==> config.mk <==
export PLATFORM = sky130hd
export DESIGN_NAME = brew_controller
export DESIGN_NICKNAME = d
export VERILOG_FILES = /design/src/rtl/brew_controller.sv
export SDC_FILE = /design/constraint.sdc
export NUM_CORES = 1
export LEC_CHECK = 0
export CAP_MARGIN = 40
export CORE_MARGIN = 2
export CORE_UTILIZATION = 25
export DETAILED_ROUTE_END_ITERATION = 16
export GPL_TIMING_DRIVEN = 0
export PLACE_DENSITY = 0.52
export RECOVER_POWER = 50
export SLEW_MARGIN = 20
export SYNTH_ARGS = -nofsm -noshare
export SYNTH_HDL_FRONTEND = slang
export SYNTH_SLANG_ARGS = --single-unit
==> constraint.sdc <==
create_clock -name clk -period 5.75 [get_ports clk]
set_input_delay 1.15 -clock clk [delete_from_list [all_inputs] [get_ports clk]]
set_output_delay 1.15 -clock clk [all_outputs]
set_load 0.005 [all_outputs]
==> src/rtl/brew_controller.sv <==
// Brew sequencer: accepts a scanned code, checks water and cup, then runs timed heater/grinder/pump/valve phases.
// Latency: 1 + HEAT + GRIND + BREW + DISPENSE clocks from code acceptance to the one-cycle done pulse.
// Backpressure: none; the scanner is held off via scan_enable outside IDLE, and aborts act at the next edge.
module brew_controller #(
  parameter int unsigned HEAT_CYCLES     = 8,
  parameter int unsigned GRIND_CYCLES    = 4,
  parameter int unsigned BREW_CYCLES     = 6,
  parameter int unsigned DISPENSE_CYCLES = 3,
  parameter int unsigned CUP_TIMEOUT     = 10
) (
  input  logic       clk,
  input  logic       rst_n,
  input  logic       code_valid,
  input  logic       cup_present,
  input  logic       water_ok,
  input  logic       cancel,
  input  logic       err_clr,
  output logic       scan_enable,
  output logic       heater_on,
  output logic       grinder_on,
  output logic       pump_on,
  output logic       valve_open,
  output logic       busy,
  output logic       done,
  output logic       error,
  output logic [1:0] err_code,
  output logic [3:0] state
);

  typedef enum logic [3:0] {
    S_IDLE     = 4'd0,
    S_CHECK    = 4'd1,
    S_WAIT_CUP = 4'd2,
    S_HEAT     = 4'd3,
    S_GRIND    = 4'd4,
    S_BREW     = 4'd5,
    S_DISPENSE = 4'd6,
    S_DONE     = 4'd7,
    S_ERROR    = 4'd8
  } state_e;

  // A phase ends when the counter reaches its length minus one.
  localparam logic [7:0] HEAT_LAST  = 8'(HEAT_CYCLES - 1);
  localparam logic [7:0] GRIND_LAST = 8'(GRIND_CYCLES - 1);
  localparam logic [7:0] BREW_LAST  = 8'(BREW_CYCLES - 1);
  localparam logic [7:0] DISP_LAST  = 8'(DISPENSE_CYCLES - 1);
  localparam logic [7:0] CUP_LAST   = 8'(CUP_TIMEOUT - 1);

  state_e     state_q, state_d;
  logic [7:0] cnt_q, cnt_d;
  logic [1:0] err_q, err_d;
  logic [7:0] phase_last;
  state_e     phase_next;
  logic       timed;
  logic       abort;
  logic [1:0] abort_code;

  // Abort decode for the brew phases: cancel beats low water, which beats a missing cup.
  always_comb begin
    abort      = 1'b1;
    abort_code = 2'b11;
    if (cancel)           abort_code = 2'b11;
    else if (!water_ok)   abort_code = 2'b01;
    else if (!cup_present) abort_code = 2'b10;
    else begin
      abort      = 1'b0;
      abort_code = 2'b00;
    end
  end

  // Per-state phase length and successor for the timed states.
  always_comb begin
    phase_last = 8'd0;
    phase_next = S_IDLE;
    timed      = 1'b1;
    case (state_q)
      S_WAIT_CUP: phase_last = CUP_LAST;
      S_HEAT:     begin phase_last = HEAT_LAST;  phase_next = S_GRIND;    end
      S_GRIND:    begin phase_last = GRIND_LAST; phase_next = S_BREW;     end
      S_BREW:     begin phase_last = BREW_LAST;  phase_next = S_DISPENSE; end
      S_DISPENSE: begin phase_last = DISP_LAST;  phase_next = S_DONE;     end
      default:    timed = 1'b0;
    endcase
  end

  // Next-state, fault-code and phase-counter logic.
  always_comb begin
    state_d = state_q;
    err_d   = err_q;
    case (state_q)
      S_IDLE:  if (code_valid) state_d = S_CHECK;
      S_CHECK: begin
        if (!water_ok) begin
          state_d = S_ERROR;
          err_d   = 2'b01;
        end else if (!cup_present) begin
          state_d = S_WAIT_CUP;
        end else begin
          state_d = S_HEAT;
        end
      end
      S_WAIT_CUP: begin
        if (cancel) begin
          state_d = S_IDLE;
        end else if (cup_present) begin
          state_d = S_HEAT;
        end else if (cnt_q == phase_last) begin
          state_d = S_ERROR;
          err_d   = 2'b10;
        end
      end
      S_HEAT, S_GRIND, S_BREW, S_DISPENSE: begin
        if (abort) begin
          state_d = S_ERROR;
          err_d   = abort_code;
        end else if (cnt_q == phase_last) begin
          state_d = phase_next;
        end
      end
      S_DONE:  state_d = S_IDLE;
      S_ERROR: begin
        if (err_clr) begin
          state_d = S_IDLE;
          err_d   = 2'b00;
        end
      end
      default: begin
        state_d = S_IDLE;
        err_d   = 2'b00;
      end
    endcase
    // Counter restarts on every state entry and only runs in timed states.
    if (state_d != state_q || !timed) cnt_d = 8'd0;
    else                               cnt_d = cnt_q + 8'd1;
  end

  // State, phase counter and fault code registers.
  always_ff @(posedge clk or negedge rst_n) begin
    if (!rst_n) begin
      state_q <= S_IDLE;
      cnt_q   <= 8'd0;
      err_q   <= 2'b00;
    end else begin
      state_q <= state_d;
      cnt_q   <= cnt_d;
      err_q   <= err_d;
    end
  end

  // Moore outputs decoded straight from the state register, so reset clears them at once.
  always_comb begin
    scan_enable = (state_q == S_IDLE);
    heater_on   = (state_q == S_HEAT);
    grinder_on  = (state_q == S_GRIND);
    pump_on     = (state_q == S_BREW);
    valve_open  = (state_q == S_DISPENSE);
    busy        = (state_q != S_IDLE) && (state_q != S_ERROR);
    done        = (state_q == S_DONE);
    error       = (state_q == S_ERROR);
    err_code    = err_q;
    state       = state_q;
  end

endmodule

==> impl_metrics.toml <==
[clock_network]
htree_levels = 1
cts.sinks = 14
ctsHoldBuffers = 0
cts_setup_buffers = 0
cts_resized = 0
clkTransAtPathRegs_ns = 0.06
root_buffer = "clkbuf_8"
cts_buffers = 3
clk_latency_ns = 0.24
cts_tree = "built"
cts.path.max_buffers = 2

[die]
start_util = 0.262
coreArea_um2 = 4750
die_area_um2 = 5560
chipHeight_um = 74.6
boundaryPins = 21
placementRows = 25
die_w_um = 74.6

[yosys]
synth_mux_area_frac = 0.0241
synth_top_area_frac = 0.281
yosys-top-cells-count = "a21oi_1, dfrtp_1, nand2_1, nor2_1"
async_flop_share = 1.00
synth_edf_count = 0
syn_inst = 144
avgSynthCellArea_um2 = 8.65
synthXorXnorAreaFrac = 0.0563
ys_seq_area_frac = 0.281
ys_warn_count = 0
synth_fa_ha_area_frac = 0.0101
syn-num-nets = 152
synth_top_family_by_area = "simple AND/OR/NAND/NOR gates"
ys.flop_type = "dfrtp_1"
ys_types = 52
yosys.area.top_type = "dfrtp_1"
synth-compound-area-share = 0.248
syn_area_um2 = 1240
synth-simple-area-share = 0.332
synth_area_leaders = "dfrtp_1, a21oi_1, xnor2_1"
synth_seq_cells = 14

[critical_path]
critPathMaxFanout = 10
crit_slowest_cell = "clkdlybuf4s50_1"
r2r_cells = 6
path_class = "flop to output pin"
r2r-start = "state[2]"
rrSetupSlack_ns = 3.63
arrival_ns = 1.98
cp_num_buf_inv = 3
timing.rr.end = "err_code[1]"
max_stage_delay_ns = 0.53
crit_family = "buffers and inverters"
crit_path_start_kind = "flop"
cp.required_ns = 4.60
crit_chain = "buf_4 -> buf_2 -> nand2_1 -> nor3_1 -> clkdlybuf4s50_1"
endpoint_kind = "output pin"

[global_route]
grt_pass1_wl_mm = 5.48
first_global_vias = 1181
grt_use_met3 = 0.00813
antenna_found_initial = 0
grt_util_all_layers = 0.124
gr-usage-met2 = 0.222
top_usage_layer = "met2"
grt_use_met1 = 0.158
grt_max_degree = 15
overflow = 0

[outcome]
status = "completed"

[layout]
areaGrowthSynthToFinish_pct = 26.1
drive_gt1_frac = 0.144
layout.nets = 177
diodes = 0
fillerInstances = 501

[routing]
via_count = 1192
wl_mm = 3.30
routed_via_density = 5.09
first_iter_violations = 76
first_pass_iters = 4
ant_nets = 0
remaining_drc_errors = 0
wl_per_cell_um = 14.1

[worst_hold_path]
min_from = "err_code[1]"
hp-class = "flop to flop"
holdPathStages = 1
hold_end = "err_code[1]"

[sta]
finalCriticalPeriod_ns = 3.13
slew_headroom = 0.555
rsz0062_at_grt = "no"
timing.final.ws_setup_ns = 2.62
tightest_slew_ns = 0.665
setup_violations = 0
skew_ns = 0.00326
tns_ns = 0
max_freq_mhz = 320
slew_violations = 0
hold_viol = 0
fin_crit_sh = 0.544

[placement]
io_buffers = 20
dp.final_hpwl_mm = 2.47
place.gp.congestion = 0.921
place_ws_ns = 2.57

[power_and_ir_drop]
p_seq_frac = 0.222
combinationalPowerShare = 0.658
swShare = 0.445
p_leak_nw = 0.613
power_switching_mw = 0.294
peakVddDrop_mv = 0.106
p_per_area_nw_per_um2 = 420
cellInternalPower_mw = 0.366
pwr-share-clk = 0.120

[flow_run]
maxCapViolCount = 0
stage by stage:
step	power, mW	util	instance area, um^2	hold slack (ns)	std cells
2_1_floorplan	0.450	-	1240	0.507	144
3_3_place_gp	0.585	0.322	1530	0.503	231
3_5_place_dp	0.587	0.322	1530	0.506	231
4_1_cts	0.669	0.330	1570	0.525	234
5_1_grt	0.713	0.330	1570	0.547	234
6_report	0.659	0.330	1570	0.510	234
layer usage:
layer | share of wire | up-vias
li1 | - | 580
met1 | 0.47 | 573
met2 | 0.49 | 34
met3 | 0.034 | 5
met4 | 0.013 | 0
met5 | 0 | -
worst register-to-register path: cells and delay by family (launching register included):
family,cells,cell delay [ns]
compound gates,1,0.35
xor+xnor,1,0.17
buf+inv,1,0.20
flops,1,0.44
mux,1,0.33
simple gates,2,0.53
registers in the layout, indices dropped and copies added, names as in the netlist:
register and flops:
cnt_q 8, state 4, err_code 2
power by group through the flow:
stage	logic (mW)	clock network, mW	registers, mW
final	0.434	0.0788	0.146
after global routing	0.474	0.0858	0.153
after CTS	0.440	0.0819	0.147
after detailed placement	0.437	0	0.149
after global placement	0.436	0	0.149
after floorplan	0.306	0	0.143
kinds of logic after synthesis:
group           count (synthesis)
simple gates                   69
compound gates                 40
xor+xnor                        8
mux                             2
flops                          14
fa+ha+maj                       1
buf+inv                        10
how the worst max path moves through the flow:
stage,from,endpoint,depth (start not counted)
floorplan,cancel,err_code[0],4
global placement,cancel,err_code[0],5
detailed placement,cancel,err_code[1],5
CTS,state[3],grinder_on,5
global route,state[2],grinder_on,5
finish,state[2],grinder_on,5
area by class of cell:
class / count / area, um^2 / area share
multi-input cells: 120 / 835 / 0.531
flip-flops and latches: 14 / 350 / 0.223
repair buffers: 20 / 200 / 0.127
well taps: 67 / 83.8 / 0.0534
plain buffers: 7 / 48.8 / 0.0311
clock buffers: 3 / 41.3 / 0.0263
inverters: 3 / 11.3 / 0.00717
placed cells by master, fill, tap and decap left out, drive strengths merged, types with 3 or more instances in the layout:
cell / Yosys / layout
a21oi: 14 / 14
dfrtp: 14 / 14
nand2: 13 / 13
clkdlybuf4s50: 0 / 13
nor2: 11 / 11
nor3: 7 / 7
nand3: 7 / 7
xnor2: 7 / 7
dlygate4sd3: 0 / 7
o21ai: 7 / 7
buf: 6 / 6
nand2b: 4 / 4
clkbuf: 1 / 4
or3: 4 / 4
nor2b: 3 / 3
and3: 3 / 3
inv: 3 / 3
nor4: 3 / 3
o31ai: 3 / 3
Power figures use the tool's default switching activity.
